`src/rtl/mem_arbiter.sv`:
```
// Two-port memory arbiter: instruction and data caches share one memory port.
// One outstanding transaction, data-priority with a bounded streak for fairness.
module mem_arbiter #(
   parameter int LATENCY    = 2,
   parameter int MAX_STREAK = 4
) (
   input  logic        clock,
   input  logic        reset,
   input  logic        l1i_req,
   input  logic [31:0] l1i_address,
   output logic        l1i_done,
   output logic [31:0] l1i_rdata,
   input  logic        l1d_req,
   input  logic        l1d_write,
   input  logic [31:0] l1d_address,
   input  logic [31:0] l1d_wdata,
   output logic        l1d_done,
   output logic [31:0] l1d_rdata,
   output logic        stall_l1i,
   output logic        stall_l1d,
   output logic [31:0] mem_address,
   output logic [31:0] mem_wdata,
   output logic        mem_read,
   output logic        mem_write,
   input  logic [31:0] mem_rdata
);

   localparam logic [3:0] LAT4 = 4'(LATENCY);
   localparam logic [3:0] MS4  = 4'(MAX_STREAK);

   typedef enum logic [1:0] {
      IDLE,
      ISSUE,
      WAIT,
      DONE
   } state_t;

   state_t      state;
   state_t      state_n;
   logic [3:0]  streak;
   logic [3:0]  wait_cnt;
   logic [31:0] addr_q;
   logic [31:0] wdata_q;
   logic [31:0] rdata_q;
   logic        wr_q;
   logic        gnt_d;
   logic        any_req;
   logic        pick_d;

   assign any_req = l1i_req | l1d_req;

   // Data wins unless the instruction side has waited out a full streak.
   assign pick_d = l1d_req & ~(l1i_req & (streak == MS4));

   always_ff @(posedge clock) begin
      if (reset) begin
         state <= IDLE;
      end else begin
         state <= state_n;
      end
   end

   always_comb begin
      state_n = state;
      unique case (state)
         IDLE: begin
            if (any_req) begin
               state_n = ISSUE;
            end
         end
         ISSUE: begin
            state_n = WAIT;
         end
         WAIT: begin
            if (wait_cnt == 4'd1) begin
               state_n = DONE;
            end
         end
         DONE: begin
            state_n = IDLE;
         end
         default: begin
            state_n = IDLE;
         end
      endcase
   end

   always_ff @(posedge clock) begin
      if (reset) begin
         streak   <= '0;
         wait_cnt <= '0;
         addr_q   <= '0;
         wdata_q  <= '0;
         rdata_q  <= '0;
         wr_q     <= 1'b0;
         gnt_d    <= 1'b0;
      end else begin
         unique case (state)
            IDLE: begin
               if (any_req) begin
                  gnt_d   <= pick_d;
                  wr_q    <= pick_d & l1d_write;
                  addr_q  <= pick_d ? l1d_address : l1i_address;
                  wdata_q <= pick_d ? l1d_wdata : 32'd0;
                  if (pick_d && l1i_req) begin
                     streak <= (streak < MS4) ? streak + 4'd1 : MS4;
                  end else begin
                     streak <= '0;
                  end
               end
            end
            ISSUE: begin
               wait_cnt <= LAT4;
            end
            WAIT: begin
               wait_cnt <= wait_cnt - 4'd1;
               if (wait_cnt == 4'd1) begin
                  rdata_q <= mem_rdata;
               end
            end
            default: begin
            end
         endcase
      end
   end

   assign mem_address = addr_q;
   assign mem_wdata   = wdata_q;
   assign mem_read    = (state == ISSUE) & ~wr_q;
   assign mem_write   = (state == ISSUE) & wr_q;

   assign l1i_done  = (state == DONE) & ~gnt_d;
   assign l1d_done  = (state == DONE) & gnt_d;
   assign l1i_rdata = l1i_done ? rdata_q : 32'd0;
   assign l1d_rdata = (l1d_done & ~wr_q) ? rdata_q : 32'd0;

   assign stall_l1i = l1i_req & ~l1i_done;
   assign stall_l1d = l1d_req & ~l1d_done;

endmodule

```
`config.mk`:
```
export PLATFORM = sky130hd
export DESIGN_NAME = mem_arbiter
export DESIGN_NICKNAME = d
export VERILOG_FILES = /design/src/rtl/mem_arbiter.sv
export SDC_FILE = /design/constraint.sdc
export NUM_CORES = 1
export LEC_CHECK = 0
export CORE_AREA = 8 8 138 140
export CTS_CLUSTER_DIAMETER = 200
export CTS_CLUSTER_SIZE = 10
export DETAILED_ROUTE_END_ITERATION = 16
export DIE_AREA = 0 0 146 148
export SETUP_SLACK_MARGIN = 0.3
export SYNTH_ARGS = -nofsm -noshare
export SYNTH_HDL_FRONTEND = slang
export SYNTH_SLANG_ARGS = --single-unit
```
`constraint.sdc`:
```
create_clock -name clock -period 1.7 [get_ports clock]
set_input_delay 0.17 -clock clock [delete_from_list [all_inputs] [get_ports clock]]
set_output_delay 0.17 -clock clock [all_outputs]
set_load 0.01 [all_outputs]
```
Word level (Yosys, flattened, before mapping). Cells that the tools add are included.

Register bits after elaboration: 108. Bits in latches: 0. Bits in writable memories: 0. Bits in read-only memories: 0. Bits of input ports: 133. Output and inout bits: 134. Logic and storage cells: 50. Memories kept: 0.

Add/subtract/negate cells: 2. Multiply operators: 0. Divide/modulo/power cells: 0. Order comparisons: 1. Equal/unequal tests: 7. Shift operators: 0. Muxes and demuxes: 10. Bitwise logic cells: 16. Reductions and logical operators: 6.

Operators by type and width (number): $mux W32 (4); $and A1 B1 Y1 (10); $mux W4 (2); $pmux W2 S4 (1); $pmux W4 S2 (1); $reduce_and A2 Y1 (3); $not A1 Y1 (5); $add A4 B1 Y4 const B (1); $eq A2 B2 Y1 const B (2); $eq A4 B1 Y1 const B (1); $eq A4 B3 Y1 const B (1); $lt A4 B3 Y1 const B (1); $mux W2 (2); $ne A2 B2 Y1 const B (2); $sub A4 B1 Y4 const B (1); $eq A2 B1 Y1 const B (1); $logic_not A2 Y1 (1); $reduce_bool A2 Y1 (1); $logic_and A1 B1 Y1 (1); $or A1 B1 Y1 (1).

Longest topological paths before layout. Gate-level depths: netlist (run 1).

Depth in word-level cells: 6. Mapped depth: 8. Gate-level depth less buffers: 5.

Least setup slack after synthesis (run 1). Ideal clock, no wire load.

Path kind: reg-to-reg. Start point: register state[0]. End point: register rdata_q[10]. Data arrival time: 1.375 ns. Data required time: 1.568 ns. Slack: 0.193 ns. Cell stages (with the launch flop): 9. Buffers on the path: 3. Period minus slack after synthesis: 1.507 ns. Cells stage by stage: dfxtp_1 > inv_1 > ha_1 > buf_2 > and4bb_2 > buf_2 > buf_2 > nand2_1 > a21oi_1.

Longest elaborated chain between the ends: 2.

Ends and longest elaborated chain: from (decl) (line 38) `state_t state;`; from (signal assigned) (line 59) `state <= state_n;`; $eq A2 B2 Y1 (line 98) `unique case (state)`; $reduce_and A2 Y1 (no line); to (signal assigned) (line 118) `rdata_q <= mem_rdata;`; to (decl) (line 44) `logic [31:0] rdata_q;`.

No other way between the ends. A chain may end at the register's enable or synchronous reset.

Final worst setup path (run 1).
Start point: register state[0]. End point: output port l1d_rdata[9].

Longest elaborated chain between the ends: 4.

Ends and longest elaborated chain: $eq A2 B2 Y1 (line 133) `assign l1d_done = (state == DONE) & gnt_d;`; $and A1 B1 Y1 (line 133); $and A1 B1 Y1 (line 135) `assign l1d_rdata = (l1d_done & ~wr_q) ? rdata_q : 32'd0;`; $mux W32 (line 135); to (decl) (line 18) `output logic [31:0] l1d_rdata,`.

No other way between the ends.

==> metrics.txt, run 1 <==
# TYPE chip_impl_metric gauge
chip_impl_metric{name="post-route-cell-area",unit="mm2"} 0.01099
chip_impl_metric{name="clk_pin_slew",unit="ns"} 0.08
chip_impl_metric{name="internal_power",unit="W"} 0.008030
chip_impl_metric{name="power_per_cell_area",unit="mW/mm2"} 1126
chip_impl_metric{name="wirelength",unit="um"} 23850
chip_impl_metric{name="route.detailed.drc",unit=""} 0
chip_impl_metric{name="total_power",unit="W"} 0.01237
chip_impl_metric{name="worst_slew_margin_rel",unit="%"} 51.79
chip_impl_metric{name="tritoncts.num_buffers",unit=""} 9
chip_impl_metric{name="cts-htree-levels",unit=""} 3
chip_impl_metric{name="chipHeight",unit="um"} 148
chip_impl_metric{name="total_switching_power",unit="W"} 0.004336
chip_impl_info{name="startpoint_type",value="register"} 1
chip_impl_info{name="worst_hold_launch",value="l1d_req"} 1
chip_impl_metric{name="clock-sinks",unit=""} 108
chip_impl_metric{name="first_iter_violations",unit=""} 169
chip_impl_info{name="violations",value="negative setup slack"} 1
chip_impl_metric{name="cp_num_buf_inv",unit=""} 3
chip_impl_info{name="start_of_the_worst_register_to_register_path",value="state[1]$_SDFFE_PP0P_"} 1
chip_impl_info{name="clock_tree.root_cell",value="clkbuf_16"} 1
chip_impl_metric{name="p_clk_share",unit="%"} 19.3
chip_impl_metric{name="maxCapViolations",unit=""} 0
chip_impl_metric{name="final_critical_path_setup_slack",unit="ns"} -0.1378
chip_impl_metric{name="ant_nets",unit=""} 0
chip_impl_metric{name="initial_utilization",unit="%"} 29.15
chip_impl_metric{name="synth-edff-count",unit=""} 0
chip_impl_metric{name="drv_slew",unit=""} 0
chip_impl_info{name="ys_top_cells_by_count",value="dfxtp_1 (108), nand2_1 (101), a21oi_1 (70), and2_1 (66), nor2_1 (36)"} 1
chip_impl_metric{name="antenna_found_initial",unit=""} 1
chip_impl_metric{name="peak_supply_drop",unit="uV"} 847.8
chip_impl_metric{name="design.final.nets",unit=""} 1086
chip_impl_info{name="critical_path.endpoint_type",value="output port"} 1
chip_impl_metric{name="die_outline_width",unit="um"} 146
chip_impl_metric{name="r2r.worst_path.cells",unit=""} 10
chip_impl_info{name="synth_most_common_cell",value="dfxtp_1"} 1
chip_impl_metric{name="synth_async_sr_flop_share",unit="%"} 0
chip_impl_metric{name="final_layout_size_suffix_gt1_share",unit="%"} 46.79
chip_impl_metric{name="global_route_total_usage_across_every_layer",unit="%"} 20.05
chip_impl_metric{name="count_of_synthesis_stage_warnings_from_yosys",unit=""} 0
chip_impl_metric{name="critical-path-max-stage-delay",unit="ns"} 0.34
chip_impl_metric{name="share_seq_of_total_power",unit="%"} 26.9
chip_impl_metric{name="syn_area",unit="mm2"} 0.004937
chip_impl_metric{name="routed-via-count",unit=""} 5939
chip_impl_info{name="cp_cell_sequence",value="ha_4, and2_4, nor2b_4, buf_12, buf_16, and2_4, buf_6"} 1
chip_impl_metric{name="synthDistinctLibCells",unit=""} 35
chip_impl_metric{name="fin_skew",unit="ns"} 0.006114
chip_impl_metric{name="synth.ff_latch_count",unit=""} 108
chip_impl_info{name="worst_hold_path_type",value="in -> reg"} 1
chip_impl_info{name="critical-path-top-delay-family",value="simple AND/OR/NAND/NOR gates"} 1
chip_impl_info{name="synth.largest_area_cell",value="dfxtp_1"} 1
chip_impl_metric{name="global_route_total_overflow",unit=""} 0
chip_impl_metric{name="totalNegativeSetupSlack",unit="ns"} -4.797
chip_impl_metric{name="period_minus_slack",unit="ns"} 1.838
chip_impl_info{name="synth_flop_cell",value="dfxtp_1"} 1
chip_impl_metric{name="cp_data_required_time",unit="ns"} 1.53
chip_impl_metric{name="worst_hold_path.num_cells",unit=""} 4
chip_impl_info{name="crit_path_top_delay_cell",value="dfxtp_2"} 1
chip_impl_metric{name="core",unit="mm2"} 0.01694
chip_impl_metric{name="floorplan.rows",unit=""} 48
chip_impl_metric{name="worst_pin_slew",unit="ns"} 0.7231
chip_impl_info{name="worst_hold_path.endpoint",value="streak[0]$_SDFFE_PP0P_"} 1
chip_impl_info{name="reg2reg_to",value="mem_address[27]$_SDFFE_PP0P_"} 1
chip_impl_metric{name="synthesis.area_per_instance",unit="um2"} 7.900
chip_impl_info{name="outcome",value="complete, but fails checks"} 1
chip_impl_metric{name="area_growth",unit="%"} 122.5
chip_impl_metric{name="timing.fmax",unit="GHz"} 0.5441
chip_impl_metric{name="share_comb_of_total_power",unit="%"} 53.9
chip_impl_metric{name="place_hpwl",unit="um"} 13400
chip_impl_metric{name="grt_first_pass_wirelength",unit="um"} 34470
chip_impl_metric{name="place_area",unit="mm2"} 0.007953
chip_impl_metric{name="timing.reg2reg.setup_slack",unit="ns"} -0.06
chip_impl_metric{name="top_level_ports",unit=""} 267
chip_impl_metric{name="syn_nets",unit=""} 767
chip_impl_metric{name="place.gp.congestion",unit=""} 0.7308
chip_impl_info{name="setup_repair_after_global_routing_missed_its_margin",value="true"} 1
chip_impl_info{name="timing_worst_setup_path_type",value="reg -> out"} 1
chip_impl_metric{name="final-setup-viol-count",unit=""} 86
chip_impl_metric{name="finalHoldViolations",unit=""} 0
chip_impl_metric{name="postSynthCellCount",unit=""} 625
chip_impl_metric{name="critPathArrivalTime",unit="ns"} 1.67
chip_impl_metric{name="cts-hold-fix-buffers",unit=""} 0
chip_impl_metric{name="whs",unit="ns"} 0.3255
chip_impl_metric{name="vias_in_the_first_global_route",unit=""} 5875
chip_impl_metric{name="synth_top_area_share",unit="%"} 43.79
chip_impl_metric{name="final_min_period_over_clock_period",unit="%"} 108.1
chip_impl_metric{name="clkLatencyLatePin",unit="ns"} 0.35
chip_impl_metric{name="dr.pass1.iters",unit=""} 4
chip_impl_info{name="crit_path_frequent_cell",value="and2_4"} 1
chip_impl_metric{name="grt_max_degree",unit=""} 48
chip_impl_metric{name="fp.dieArea",unit="mm2"} 0.02161
chip_impl_info{name="cts_tree",value="yes"} 1
chip_impl_metric{name="yosysSeqAreaShare",unit="%"} 43.79
chip_impl_metric{name="clock_path_buffers",unit=""} 2
chip_impl_metric{name="via_cell_ratio",unit=""} 5.054
chip_impl_info{name="netlist_top_cells_area",value="dfxtp_1 (44%), and2_1 (8.4%), nand2_1 (7.7%), a21oi_1 (7.1%), a311oi_1 (5.9%)"} 1
chip_impl_metric{name="fillCellCount",unit=""} 1362
chip_impl_metric{name="p_leak",unit="nW"} 5.361
chip_impl_metric{name="cp_max_fo",unit=""} 8
chip_impl_metric{name="routed_wire_length_per_instance",unit="um"} 20.30
chip_impl_metric{name="switching_share",unit="%"} 35.07
chip_impl_metric{name="portBuffers",unit=""} 266
worst max path at each step:
stage	depth (start not counted)	slack, ns	start	to
2_1_floorplan	6	0.27	state[1]$_SDFFE_PP0P_	state[1]$_SDFFE_PP0P_
3_3_place_gp	6	-0.05	state[1]$_SDFFE_PP0P_	l1d_rdata[6]
3_5_place_dp	5	-0.11	l1i_req	mem_address[16]$_SDFFE_PP0P_
4_1_cts	7	-0.16	state[1]$_SDFFE_PP0P_	l1d_rdata[23]
5_1_grt	7	-0.21	state[0]$_SDFFE_PP0P_	l1d_rdata[18]
6_report	7	-0.14	state[0]$_SDFFE_PP0P_	l1d_rdata[9]
per-stage QoR:
stage / utilization [%] / std cells / setup WS [ns]
final: 64.87 / 1175 / -0.1378
after global routing: 64.87 / 1175 / -0.2113
after floorplan: - / 625 / 0.2669
after global placement: 46.96 / 1085 / -0.04835
after CTS: 56.44 / 1153 / -0.1593
after detailed placement: 46.96 / 1085 / -0.1113
flip-flops by register name (all words and copies together), names as in the netlist:
register	cells
mem_wdata	32
state	2
streak	4
wait_cnt	4
wr_q	1
gnt_d	1
mem_address	32
rdata_q	32
logic make-up (layout without fill, tap and decap cells):
logic type      count (synthesis)  in the layout  synth area share (%)
flops                         108            108                 43.79
other cells                     0              1                     0
compound gates                147            148                 18.02
simple gates                  289            289                 29.40
fa+ha+maj                       9              9                 2.281
buf+inv                        72            395                 6.513
power by group through the flow:
| stage | clock (W) | combinational (W) | sequential [W] |
|---|---|---|---|
| 5_1_grt | 0.00254 | 0.00702 | 0.00338 |
| 3_3_place_gp | 0 | 0.00351 | 0.00325 |
| 2_1_floorplan | 0 | 0.00157 | 0.00343 |
| 3_5_place_dp | 0 | 0.00352 | 0.00327 |
| 4_1_cts | 0.00244 | 0.00535 | 0.00326 |
| 6_report | 0.00238 | 0.00666 | 0.00332 |
per-layer routing:
layer  GRT usage (%)  wire (um)
met5               0          0
met4           8.449        592
met3           5.197       1350
met2           34.49      12490
met1           23.27       9424
tightest hold or removal path, stage by stage:
cell,delay [ns]
buf_2,0.17
nor4bb_1,0.18
nand3_2,0.08
a21oi_2,0.04
area by class of cell:
class	count	area [um2]	share of cell area, %
clock buffer	10	239.0	2.175
inverter	9	41.29	0.3758
timing repair buffer	370	4606	41.92
tap	225	281.5	2.562
multi-input combinational	446	3553	32.34
clock inverter	6	93.84	0.8541
antenna	1	2.502	0.02278
sequential	108	2170	19.75
layout by cell type, fill, tap and decap left out, types with 19 or more instances in the layout:
cell / n
nand3_1: 33
buf_4: 22
dfxtp_1: 102
and2_4: 63
dlymetal6s2s_1: 64
nand4_1: 33
nand2_1: 39
nand2_4: 45
a21oi_2: 43
buf_6: 100
clkdlybuf4s50_1: 129
a21oi_1: 27
buf_16: 19
buf_12: 20
nor2_2: 21
what timing repair did:
item                                    4_1_cts  5_1_grt
resized for setup                           504      295
buffers inserted                             27       13
cloned                                       25        8
pin swaps                                    87       87
endpoints found under the setup margin      240      241
Note: power is estimated with default switching activity, not from simulation.
==> run 2: changes to the inputs <==
--- a/config.mk
+++ b/config.mk
@@ -5,11 +5,12 @@
 export SDC_FILE = /design/constraint.sdc
 export NUM_CORES = 1
 export LEC_CHECK = 0
-export CORE_AREA = 8 8 138 140
+export CORE_AREA = 4 4 134 136
 export CTS_CLUSTER_DIAMETER = 200
 export CTS_CLUSTER_SIZE = 10
 export DETAILED_ROUTE_END_ITERATION = 16
-export DIE_AREA = 0 0 146 148
+export DIE_AREA = 0 0 138 140
+export GPL_TIMING_DRIVEN = 1
 export SETUP_SLACK_MARGIN = 0.3
 export SYNTH_ARGS = -nofsm -noshare
 export SYNTH_HDL_FRONTEND = slang
==> run 2 against run 1 <==
The flow still finishes with violations (negative setup slack). Via count down 1.1%. Wire length down 5.0%. Sequential power down 2%. Largest cell class unchanged.
==> metrics.txt, run 2 (synthesis results as in run 1) <==
# TYPE chip_impl_metric gauge
chip_impl_metric{name="grt_max_degree",unit=""} 39
chip_impl_info{name="cp_cell_sequence",value="ha_4, and2_4, nor2b_4, buf_12, buf_12, and2_4, buf_6"} 1
chip_impl_metric{name="final_critical_path_setup_slack",unit="ns"} -0.1464
chip_impl_metric{name="finalHoldViolations",unit=""} 0
chip_impl_metric{name="antenna_found_initial",unit=""} 0
chip_impl_info{name="startpoint_type",value="register"} 1
chip_impl_metric{name="clkLatencyLatePin",unit="ns"} 0.36
chip_impl_metric{name="top_level_ports",unit=""} 267
chip_impl_metric{name="whs",unit="ns"} 0.2933
chip_impl_metric{name="drv_slew",unit=""} 0
chip_impl_metric{name="cts-htree-levels",unit=""} 3
chip_impl_info{name="setup_repair_after_global_routing_missed_its_margin",value="true"} 1
chip_impl_metric{name="cp_max_fo",unit=""} 8
chip_impl_metric{name="routed-via-count",unit=""} 5872
chip_impl_metric{name="p_leak",unit="nW"} 4.953
chip_impl_metric{name="chipHeight",unit="um"} 140
chip_impl_info{name="crit_path_top_delay_cell",value="dfxtp_2"} 1
chip_impl_metric{name="global_route_total_usage_across_every_layer",unit="%"} 21.20
chip_impl_metric{name="route.detailed.drc",unit=""} 0
chip_impl_metric{name="design.final.nets",unit=""} 1082
chip_impl_metric{name="wirelength",unit="um"} 22650
chip_impl_metric{name="clock-sinks",unit=""} 108
chip_impl_info{name="worst_hold_path_type",value="in -> reg"} 1
chip_impl_info{name="clock_tree.root_cell",value="clkbuf_16"} 1
chip_impl_metric{name="total_switching_power",unit="W"} 0.003696
chip_impl_metric{name="antennaDiodeCount",unit=""} 0
chip_impl_metric{name="peak_supply_drop",unit="uV"} 544.1
chip_impl_metric{name="clock_path_buffers",unit=""} 2
chip_impl_info{name="cts_tree",value="yes"} 1
chip_impl_metric{name="vias_in_the_first_global_route",unit=""} 5586
chip_impl_info{name="layout_commonest_cell",value="clkdlybuf4s50_1"} 1
chip_impl_metric{name="final_layout_size_suffix_gt1_share",unit="%"} 37.29
chip_impl_metric{name="worst_slew_margin_rel",unit="%"} 64.14
chip_impl_metric{name="total_power",unit="W"} 0.01061
chip_impl_metric{name="final-setup-viol-count",unit=""} 54
chip_impl_metric{name="fp.dieArea",unit="mm2"} 0.01932
chip_impl_metric{name="maxCapViolations",unit=""} 0
chip_impl_metric{name="initial_utilization",unit="%"} 29.15
chip_impl_metric{name="via_cell_ratio",unit=""} 5.023
chip_impl_metric{name="core",unit="mm2"} 0.01694
chip_impl_metric{name="power_per_cell_area",unit="mW/mm2"} 1015
chip_impl_metric{name="p_clk_share",unit="%"} 19.7
chip_impl_metric{name="portBuffers",unit=""} 266
chip_impl_metric{name="cts-hold-fix-buffers",unit=""} 0
chip_impl_info{name="mostFrequentLayoutCells",value="clkdlybuf4s50_1 (130), dfxtp_1 (101), nand2_1 (98)"} 1
chip_impl_metric{name="place.gp.congestion",unit=""} 0.7610
chip_impl_metric{name="cp_num_buf_inv",unit=""} 3
chip_impl_metric{name="timing.fmax",unit="GHz"} 0.5416
chip_impl_metric{name="routed_wire_length_per_instance",unit="um"} 19.38
chip_impl_metric{name="floorplan.rows",unit=""} 48
chip_impl_metric{name="tritoncts.num_buffers",unit=""} 9
chip_impl_metric{name="final_min_period_over_clock_period",unit="%"} 108.6
chip_impl_metric{name="first_iter_violations",unit=""} 272
chip_impl_info{name="timing_worst_setup_path_type",value="reg -> out"} 1
chip_impl_metric{name="fillCellCount",unit=""} 1411
chip_impl_metric{name="grt_first_pass_wirelength",unit="um"} 32510
chip_impl_metric{name="share_seq_of_total_power",unit="%"} 30.5
chip_impl_metric{name="period_minus_slack",unit="ns"} 1.846
chip_impl_metric{name="die_outline_width",unit="um"} 138
chip_impl_metric{name="fin_skew",unit="ns"} 0.009645
chip_impl_metric{name="clk_pin_slew",unit="ns"} 0.08
chip_impl_metric{name="cp_data_required_time",unit="ns"} 1.53
chip_impl_metric{name="area_growth",unit="%"} 111.6
chip_impl_metric{name="internal_power",unit="W"} 0.006910
chip_impl_metric{name="worst_pin_slew",unit="ns"} 0.5379
chip_impl_info{name="violations",value="negative setup slack"} 1
chip_impl_metric{name="switching_share",unit="%"} 34.85
chip_impl_metric{name="ant_nets",unit=""} 0
chip_impl_info{name="outcome",value="complete, but fails checks"} 1
chip_impl_info{name="critical-path-top-delay-family",value="simple AND/OR/NAND/NOR gates"} 1
chip_impl_metric{name="dr.pass1.iters",unit=""} 6
chip_impl_info{name="critical_path.endpoint_type",value="output port"} 1
chip_impl_metric{name="critPathArrivalTime",unit="ns"} 1.68
chip_impl_metric{name="critical-path-max-stage-delay",unit="ns"} 0.34
chip_impl_metric{name="place_hpwl",unit="um"} 12450
chip_impl_metric{name="global_route_total_overflow",unit=""} 0
chip_impl_metric{name="share_comb_of_total_power",unit="%"} 49.8
## run 2: changes by cell type in the layout (fill, tap and decap cells not counted), sizes merged
cell           previous run  this run
bufbuf                    2         1
clkbuf                   17        15
inv                      11        12
o21a                      2         1
dlygate4sd2               1         0
clkinv                    1         2
diode                     1         0
clkdlybuf4s50           129       130
bufinv                    2         0
clkinvlp                  1         0
## run 2: worst paths after layout
kind / startpoint / to / slack [ns] / depth (start not counted)
hold / removal: reset / streak[1]$_SDFFE_PP0P_ / 0.29 / 2
setup / recovery: state[0]$_SDFFE_PP0P_ / l1d_rdata[28] / -0.15 / 7
hold reg to reg: mem_wdata[25]$_SDFFE_PP0P_ / mem_wdata[25]$_SDFFE_PP0P_ / 0.45 / 2
setup reg to reg: streak[0]$_SDFFE_PP0P_ / mem_address[27]$_SDFFE_PP0P_ / 0.03 / 9
## run 2: routing by layer
layer / track usage (%) / vias up / wire, um
met5: 0 / - / 0
met4: 8.164 / 0 / 643
met3: 4.780 / 36 / 1214
met2: 37.31 / 206 / 11620
met1: 25.18 / 2809 / 9178
li1: - / 2821 / -
## run 2: through the flow
stage                     cells  setup TNS (ns)  utilization [%]  setup WS (ns)  area [um2]
after floorplan             625               0                -         0.2669        4991
after global placement     1085          -1.383            46.96       -0.04718        7953
after detailed placement   1085          -2.646            46.96       -0.08653        7953
after CTS                  1160          -5.573            56.24        -0.1634        9524
after global routing       1169          -8.433            61.69        -0.1898       10450
final                      1169          -4.802            61.69        -0.1464       10450
## run 2: layout make-up
class	count	area [um2]	share of cell area, %
clock buffers	10	239.0	2.287
clock inverters	5	43.79	0.4192
inverters	9	38.79	0.3713
multi-input cells	445	3177	30.41
flip-flops and latches	108	2171	20.78
well taps	225	281.5	2.695
repair buffers	367	4497	43.04
## run 2: power by group through the flow
stage	logic [W]	registers, W	clock network [W]
floorplan	0.00157	0.00343	0
global placement	0.00355	0.00326	0
detailed placement	0.00355	0.00327	0
CTS	0.00496	0.00324	0.00213
global route	0.00562	0.00329	0.00221
finish	0.00529	0.00324	0.00208
## run 2: repair_timing
item,in CTS,in global routing
buffers inserted,32,6
gates resized for setup,437,214
hold endpoints to repair,0,0
gates cloned,28,3
setup endpoints to repair,240,240
pin swaps,103,46
==> run 3: changes to the inputs <==
--- a/config.mk
+++ b/config.mk
@@ -5,11 +5,11 @@
 export SDC_FILE = /design/constraint.sdc
 export NUM_CORES = 1
 export LEC_CHECK = 0
-export CORE_AREA = 4 4 134 136
+export CORE_AREA = 4 4 187 98
 export CTS_CLUSTER_DIAMETER = 200
 export CTS_CLUSTER_SIZE = 10
 export DETAILED_ROUTE_END_ITERATION = 16
-export DIE_AREA = 0 0 138 140
+export DIE_AREA = 0 0 191 102
 export GPL_TIMING_DRIVEN = 1
 export SETUP_SLACK_MARGIN = 0.3
 export SYNTH_ARGS = -nofsm -noshare
==> run 3 against run 2 <==
Hold slack better by 0.068 ns. Maximum frequency decreased by 7.4%. Utilization up 1.1 points. Die area is 0.84% higher. Highest routed layer is now met5. Cell area grew 1.4%. Clock power rose by 9%. The flow still finishes with violations (negative setup slack). Clock skew up 0.00096 ns.
==> metrics.txt, run 3 (synthesis results as in run 1) <==
# TYPE chip_impl_metric gauge
chip_impl_metric{name="fillCellCount",unit=""} 1385
chip_impl_metric{name="clkLatencyLatePin",unit="ns"} 0.35
chip_impl_metric{name="worst_pin_slew",unit="ns"} 0.6902
chip_impl_info{name="setup_repair_after_global_routing_missed_its_margin",value="true"} 1
chip_impl_metric{name="route.detailed.drc",unit=""} 0
chip_impl_metric{name="whs",unit="ns"} 0.3615
chip_impl_metric{name="clk_pin_slew",unit="ns"} 0.08
chip_impl_metric{name="final_min_period_over_clock_period",unit="%"} 117.2
chip_impl_metric{name="cp_max_fo",unit=""} 8
chip_impl_metric{name="cts-hold-fix-buffers",unit=""} 0
chip_impl_info{name="grt_most_used_layer",value="met2"} 1
chip_impl_metric{name="ant_nets",unit=""} 0
chip_impl_info{name="timing_worst_setup_path_type",value="reg -> out"} 1
chip_impl_metric{name="clock-sinks",unit=""} 108
chip_impl_metric{name="cts-htree-levels",unit=""} 3
chip_impl_metric{name="totalNegativeSetupSlack",unit="ns"} -19.33
chip_impl_metric{name="final-setup-viol-count",unit=""} 161
chip_impl_metric{name="portBuffers",unit=""} 266
chip_impl_metric{name="final_critical_path_setup_slack",unit="ns"} -0.2931
chip_impl_metric{name="tritoncts.num_buffers",unit=""} 9
chip_impl_metric{name="antennaDiodeCount",unit=""} 0
chip_impl_metric{name="worst_slew_margin_rel",unit="%"} 53.98
chip_impl_info{name="critical_path.endpoint_type",value="output port"} 1
chip_impl_metric{name="p_leak",unit="nW"} 4.681
chip_impl_metric{name="place.gp.congestion",unit=""} 0.7913
chip_impl_info{name="mostFrequentLayoutCells",value="clkdlybuf4s50_1 (130), buf_6 (110), dfxtp_1 (105)"} 1
chip_impl_metric{name="design.final.nets",unit=""} 1091
chip_impl_metric{name="critPathArrivalTime",unit="ns"} 1.82
chip_impl_metric{name="power_per_cell_area",unit="mW/mm2"} 1092
chip_impl_metric{name="first_iter_violations",unit=""} 239
chip_impl_info{name="outcome",value="complete, but fails checks"} 1
chip_impl_info{name="worst_hold_path_type",value="in -> reg"} 1
chip_impl_metric{name="vias_in_the_first_global_route",unit=""} 5810
chip_impl_metric{name="drv_slew",unit=""} 0
chip_impl_metric{name="dr.pass1.iters",unit=""} 4
chip_impl_metric{name="routed_wire_length_per_instance",unit="um"} 19.31
chip_impl_metric{name="grt.met3_usage",unit="%"} 7.611
chip_impl_metric{name="area_growth",unit="%"} 114.7
chip_impl_metric{name="fp.dieArea",unit="mm2"} 0.01948
chip_impl_metric{name="floorplan.rows",unit=""} 34
chip_impl_info{name="violations",value="negative setup slack"} 1
chip_impl_metric{name="fin_skew",unit="ns"} 0.01060
chip_impl_info{name="layout_commonest_cell",value="clkdlybuf4s50_1"} 1
chip_impl_metric{name="top_level_ports",unit=""} 267
chip_impl_metric{name="maxCapViolations",unit=""} 0
chip_impl_metric{name="grt_first_pass_wirelength",unit="um"} 32690
chip_impl_metric{name="via_cell_ratio",unit=""} 5.030
chip_impl_metric{name="antenna_found_initial",unit=""} 1
chip_impl_metric{name="core",unit="mm2"} 0.01689
chip_impl_metric{name="timing.fmax",unit="GHz"} 0.5017
chip_impl_metric{name="clock_path_buffers",unit=""} 2
chip_impl_metric{name="period_minus_slack",unit="ns"} 1.993
chip_impl_info{name="startpoint_type",value="register"} 1
chip_impl_metric{name="die_outline_width",unit="um"} 191
chip_impl_metric{name="timing.reg2reg.setup_slack",unit="ns"} -0.15
chip_impl_metric{name="final_layout_size_suffix_gt1_share",unit="%"} 43.82
chip_impl_metric{name="chipHeight",unit="um"} 102
chip_impl_metric{name="global_route_total_overflow",unit=""} 0
chip_impl_metric{name="global_route_total_usage_across_every_layer",unit="%"} 21.17
chip_impl_metric{name="wirelength",unit="um"} 22940
chip_impl_metric{name="routed-via-count",unit=""} 5976
chip_impl_metric{name="global_route.usage.met2",unit="%"} 35.13
chip_impl_metric{name="peak_supply_drop",unit="uV"} 673.3
chip_impl_metric{name="global_route.usage.met1",unit="%"} 27.24
chip_impl_info{name="clock_tree.root_cell",value="clkbuf_16"} 1
chip_impl_metric{name="place_hpwl",unit="um"} 12980
chip_impl_metric{name="cp_data_required_time",unit="ns"} 1.53
chip_impl_metric{name="grt_max_degree",unit=""} 47
chip_impl_info{name="cts_tree",value="yes"} 1
chip_impl_metric{name="initial_utilization",unit="%"} 29.23
chip_impl_metric{name="finalHoldViolations",unit=""} 0
==> run 3: cell types whose count changed in the layout (fill, tap and decap cells not counted), sizes merged <==
cell	change
buf	+10
bufbuf	+1
dlymetal6s2s	-30
bufinv	+1
dlygate4sd2	+30
clkbuf	-2
==> run 3: final cells by class <==
cell class              count  area [um2]  share of cell area (%)
clock buffers              10       239.0                   2.255
clock inverters             6       78.83                  0.7437
flip-flops and latches    108        2166                   20.43
well taps                 234       292.8                   2.762
multi-input cells         445        3344                   31.55
repair buffers            376        4442                   41.91
inverters                   9       36.28                  0.3423
==> run 3: power by group <==
part           switching (W)  internal (W)
logic                0.00265       0.00342
registers           0.000269       0.00298
clock network        0.00104       0.00122
total                0.00396       0.00762
==> run 3: worst paths after layout <==
check | startpoint | end | cells past startpoint
worst max-delay path | state[0]$_SDFFE_PP0P_ | l1d_rdata[5] | 8
worst max register to register | state[1]$_SDFFE_PP0P_ | mem_address[4]$_SDFFE_PP0P_ | 12
worst min register to register | mem_wdata[0]$_SDFFE_PP0P_ | mem_wdata[0]$_SDFFE_PP0P_ | 2
worst min-delay path | reset | gnt_d$_SDFFE_PP0P_ | 2
==> run 3: critical path, cell delays in order, from the launching register on <==
cell and delay (ns):
dfxtp_2 0.36, ha_4 0.14, and2_4 0.14, nor2b_4 0.22
buf_6 0.12, buf_6 0.12, buf_16 0.13, and2_4 0.15
buf_6 0.09
==> run 3: per-layer routing <==
| layer | part of all wire [%] | wire length, um |
|---|---|---|
| met3 | 8.5 | 1957 |
| met5 | 0.052 | 12 |
| met1 | 43 | 9947 |
| met2 | 47 | 10750 |
| met4 | 1.2 | 269 |
==> run 3: metrics by stage <==
step	utilization (%)	instance area, um2	instances	setup WS, ns	power, W
floorplan	-	4991	625	0.2669	0.005008
CTS	56.85	9602	1172	-0.3012	0.01112
detailed placement	47.16	7964	1094	-0.1216	0.006797
global route	62.76	10600	1188	-0.3861	0.01219
finish	62.76	10600	1188	-0.2931	0.01158
global placement	47.16	7964	1094	-0.05671	0.006785
==> run 3: what timing repair did <==
item,4_1_cts,5_1_grt
setup buffers,39,13
gates cloned,23,3
resized for setup,514,225
setup endpoints to repair,233,212
pin swaps,87,70
